## src/rtl/min_sec_pkg.sv

```systemverilog
// Shared constants for the MM:SS timekeeping core.
package min_sec_pkg;
   localparam int DIGIT_W      = 4;
   localparam int ONES_MAX     = 9;
   localparam int TENS_MAX     = 5;
   localparam int DEF_TICK_DIV = 50000000;
endpackage

```

## src/rtl/min_sec_counter_bcd_digit.sv

```systemverilog
// One BCD digit that wraps at MAX; carry_out fires when an incoming carry wraps it.
module bcd_digit_counter
   import min_sec_pkg::*;
#(
   parameter int MAX = ONES_MAX
) (
   input  logic               clk,
   input  logic               rst_n,
   input  logic               clr,
   input  logic               carry_in,
   output logic [DIGIT_W-1:0] digit,
   output logic               carry_out
);

   localparam logic [DIGIT_W-1:0] DMAX = DIGIT_W'(MAX);

   logic [DIGIT_W-1:0] digit_q, digit_d;

   always_comb begin
      digit_d = digit_q;
      if (clr) begin
         digit_d = '0;
      end else if (carry_in) begin
         digit_d = (digit_q == DMAX) ? '0 : digit_q + DIGIT_W'(1);
      end
   end

   always_ff @(posedge clk or negedge rst_n) begin
      if (!rst_n) begin
         digit_q <= '0;
      end else begin
         digit_q <= digit_d;
      end
   end

   assign digit     = digit_q;
   assign carry_out = carry_in && (digit_q == DMAX);

endmodule

```

## src/rtl/min_sec_counter.sv

```systemverilog
// MM:SS counter: prescaler to a 1 Hz tick, four cascaded BCD digits, pause/clear/set.
module min_sec_counter
   import min_sec_pkg::*;
#(
   parameter int TICK_DIV = DEF_TICK_DIV,
   parameter int CNT_W    = 26
) (
   input  logic               clk,
   input  logic               rst_n,
   input  logic               en,
   input  logic               clr,
   input  logic               inc_sec,
   input  logic               inc_min,
   output logic [DIGIT_W-1:0] sec_ones,
   output logic [DIGIT_W-1:0] sec_tens,
   output logic [DIGIT_W-1:0] min_ones,
   output logic [DIGIT_W-1:0] min_tens,
   output logic               tick_1hz,
   output logic               hour_pulse
);

   localparam logic [CNT_W-1:0] TC = CNT_W'(TICK_DIV - 1);

   logic [CNT_W-1:0] pre_q, pre_d;
   logic             tick_q, tick_d;
   logic             hour_q, hour_d;

   logic tick_go, set_sec, set_min;
   logic so_ci, mo_ci;
   logic so_co, st_co, mo_co, mt_co;

   // clr outranks both the set pulses and the tick; set pulses only count while paused
   assign tick_go = en && (pre_q == TC) && !clr;
   assign set_sec = !en && inc_sec && !clr;
   assign set_min = !en && inc_min && !clr;

   // Seconds-to-minutes carry is passed only on a tick, so setting seconds never moves minutes
   assign so_ci = tick_go || set_sec;
   assign mo_ci = (tick_go && st_co) || set_min;

   always_comb begin
      pre_d = pre_q;
      if (clr) begin
         pre_d = '0;
      end else if (en) begin
         pre_d = (pre_q == TC) ? '0 : pre_q + CNT_W'(1);
      end
      tick_d = tick_go;
      hour_d = tick_go && mt_co;
   end

   always_ff @(posedge clk or negedge rst_n) begin
      if (!rst_n) begin
         pre_q  <= '0;
         tick_q <= 1'b0;
         hour_q <= 1'b0;
      end else begin
         pre_q  <= pre_d;
         tick_q <= tick_d;
         hour_q <= hour_d;
      end
   end

   bcd_digit_counter #(.MAX(ONES_MAX)) u_sec_ones (
      .clk(clk), .rst_n(rst_n), .clr(clr),
      .carry_in(so_ci), .digit(sec_ones), .carry_out(so_co)
   );

   bcd_digit_counter #(.MAX(TENS_MAX)) u_sec_tens (
      .clk(clk), .rst_n(rst_n), .clr(clr),
      .carry_in(so_co), .digit(sec_tens), .carry_out(st_co)
   );

   bcd_digit_counter #(.MAX(ONES_MAX)) u_min_ones (
      .clk(clk), .rst_n(rst_n), .clr(clr),
      .carry_in(mo_ci), .digit(min_ones), .carry_out(mo_co)
   );

   bcd_digit_counter #(.MAX(TENS_MAX)) u_min_tens (
      .clk(clk), .rst_n(rst_n), .clr(clr),
      .carry_in(mo_co), .digit(min_tens), .carry_out(mt_co)
   );

   assign tick_1hz   = tick_q;
   assign hour_pulse = hour_q;

endmodule

```

## config.mk

```make
export PLATFORM = sky130hd
export DESIGN_NAME = min_sec_counter
export DESIGN_NICKNAME = d
export VERILOG_FILES = /design/src/rtl/min_sec_pkg.sv /design/src/rtl/min_sec_counter_bcd_digit.sv /design/src/rtl/min_sec_counter.sv
export SDC_FILE = /design/constraint.sdc
export NUM_CORES = 1
export LEC_CHECK = 0
export ABC_AREA = 1
export ABC_CLOCK_PERIOD_IN_PS = 5810
export CAP_MARGIN = 5
export CORE_UTILIZATION = 50
export DETAILED_ROUTE_END_ITERATION = 8
export PLACE_DENSITY_LB_ADDON = 0.15
export SLEW_MARGIN = 10
export SYNTH_ARGS = -nofsm -noshare
export SYNTH_HDL_FRONTEND = slang
export SYNTH_HIERARCHICAL = 1
export SYNTH_SLANG_ARGS = --single-unit
```

## constraint.sdc

```tcl
create_clock -name clk -period 5.81 [get_ports clk]
set_clock_uncertainty 0.15 [all_clocks]
set_input_delay 0.581 -clock clk [delete_from_list [all_inputs] [get_ports clk]]
set_output_delay 0.581 -clock clk [all_outputs]
set_load 0.005 [all_outputs]
```

==> flow_summary.toml <==
[run_status]
status = "complete, no violations"

[placement]
dpl_worst_slack_ns = 2.08
place.gp.congestion = 0.852
place_hpwl_mm = 4.62
io_buffers = 23
placed_cells = 521

[pwr]
pwr-share-seq_pct = 49.7
power_density_mw_per_mm2 = 192
internal-power_mw = 0.497
peakVddDrop_v = 0.000120
p_switching_mw = 0.147
swShare_pct = 22.8
p_total_mw = 0.644
clock_power_share_pct = 43.1
cellLeakagePower_nw = 1.57
comb_power_share_pct = 7.2

[sta]
fmax_mhz = 289
tns_ns = 0
worst_slew_pin_slew_ns = 1.01
timing.final.crit_share_pct = 59.5
fin_ws_ns = 2.36
grt_setup_unrepaired = "no"
report.final.slew_viol_count = 0
final_hold_viol_count = 0
relSlewSlack_pct = 32.4
finalSetupViolations = 0
fin_crit_ns = 3.45

[synth]
yosys-top-cells-area = "dfrtp_1 (37%), nand2_1 (18%), inv_1 (8.3%)"
syn_area_sq_mm = 0.00295
ys_types = 24
netlist_instances = 431
yosysSeqAreaShare_pct = 37.3
yosysWarningCount = 6
ys_ff_latch = 44
synth.avg_cell_area_sq_um = 6.85
yosysTopAreaCell = "dfrtp_1"
synth_fp_nets = 446
synth_top_cell_area_share_pct = 37.3

[critical_path]
arrival_ns = 3.50
rr_startpoint = "pre_q[1]$_DFFE_PN0P_"
crit_type = "in2reg"
startpoint_type = "primary input"
crit_path_start = "clr"
worst-path-max-fanout = 26
cp.required_ns = 5.86
endpoint_kind = "flop"

[final_layout]
layout-drive-gt1-share_pct = 8.33
mostFrequentLayoutCell = "nand2_1"
final_nets = 471
area_growth_pct = 13.5
fill_cells = 558
final_cell_mix = "nand2_1 (139), inv_1 (65), nor2_1 (63)"
antenna_cells = 0
stdcell_count = 528

[floorplan]
coreArea_sq_mm = 0.00561
die_w_um = 78.8
die-height_um = 78.8
io_pins = 24
dieArea_sq_mm = 0.00621
core.rowCount = 27
initial_core_util_pct = 52.6

[drt]
drt_pass1_iterations = 5
drtIter0Drc = 167
drtAntennaViolNets = 0
drc = 0
routed_wirelength_mm = 6.34
vias = 2685
vias_per_cell = 5.09
post_drt_wl_per_cell_um = 12.0

[cts]
cts_buffer_depth = 2
hold_buffers = 0
tritoncts = "yes"
cts_resized = 0
clkTransAtPathRegs_ns = 0.08
cts-root-buf = "clkbuf_8"
clock-sinks = 44
numCtsBuffers = 5
insertion_delay_ns = 0.30
post-cts-setup-buffers = 0
htreeDepth = 2

[grt]
antenna_found_initial = 0
grt_max_degree = 45
grt-ovfl-total = 0
grt_pass1_vias = 2555
grt_pass1_wl_mm = 11.2
track_usage_pct = 22.9

[min_path]
hp-class = "in2async"

[flow_run]
cap_violations = 0
==> synth_stat cells (all sizes together) <==
cell,count
buf,5
o21ai,4
xnor2,2
nand3,33
a21oi,2
xor2,5
o31ai,1
ha,9
nor2,85
a31oi,1
nor3,1
nand4,21
nand2,146
dfrtp,44
o21bai,7
inv,65
==> per-layer routing <==
layer	track usage (%)	up-vias	part of all wire (%)
met4	7.82	0	1.3
met5	0	-	0
met1	27.8	1236	44
li1	-	1381	-
met2	40.0	59	50
met3	4.83	9	4.3
==> per-stage QoR <==
stage | util [%] | hold slack (ns) | area (sq um)
6_report | 59.7 | 0.295 | 3350
5_1_grt | 59.7 | 0.387 | 3350
4_1_cts | 59.7 | 0.336 | 3350
3_5_place_dp | 57.4 | 0.388 | 3220
3_3_place_gp | 57.4 | 0.376 | 3220
2_1_floorplan | - | 0.135 | 2950
==> power groups by stage <==
stage | clock network (mW) | registers [mW] | logic (mW)
after floorplan | 0 | 0.325 | 0.0312
after global placement | 0 | 0.326 | 0.0467
after detailed placement | 0 | 0.326 | 0.0475
after CTS | 0.284 | 0.320 | 0.0475
after global routing | 0.295 | 0.321 | 0.0534
final | 0.277 | 0.320 | 0.0464
==> sequential cells by signal, indices dropped and copies added (netlist names) <==
signal,cells
tick_1hz,1
u_sec_tens/digit,4
u_sec_ones/digit,4
u_min_tens/digit,4
pre_q,26
hour_pulse,1
u_min_ones/digit,4
==> area by class of cell <==
cell class              instances  area, sq um  area share, %
inverters                      65          244           7.28
repair buffers                 23          225           6.72
flip-flops and latches         44         1100           32.9
multi-input cells             317         1560           46.6
clock buffers                   5         68.8           2.05
clock inverters                 2         60.1           1.79
well taps                      72         90.1           2.69
==> critical path, stage by stage <==
cell and delay, ns:
clkdlybuf4s50_1 0.58, inv_1 0.26, nand2_2 0.33, inv_1 0.37
nand2_1 0.08, nand2_1 0.09, inv_1 0.07, nor2_1 0.13
inv_1 0.08, nor2_1 0.10, nand4_1 0.10, nand2_1 0.10
inv_1 0.07, nor2_1 0.13, inv_1 0.09, nand2_1 0.11
inv_1 0.08, nand2_1 0.07, nand2_1 0.07
==> kinds of logic after synthesis <==
kind of cell	share of synthesized area, %
adder cells (fa/ha/maj)	3.82
buffers and inverters	9.83
XOR/XNOR	2.08
AO/OA/AOI/OAI	3.26
flip-flops	37.3
AND/OR/NAND/NOR	43.7
==> path summary, 6_finish.rpt <==
path,endpoint,slack [ns],cells after the start
worst max-delay path,u_min_tens/digit[3]$_DFFE_PN0P_,2.36,19
worst min-delay path,pre_q[9]$_DFFE_PN0P_,0.29,1
worst max register to register,u_min_tens/digit[3]$_DFFE_PN0P_,2.95,20
worst min register to register,pre_q[1]$_DFFE_PN0P_,0.41,2
max in group asynchronous,pre_q[10]$_DFFE_PN0P_,4.59,1
min in group clk,pre_q[1]$_DFFE_PN0P_,0.41,2
Note: power is estimated with default switching activity, not from simulation.
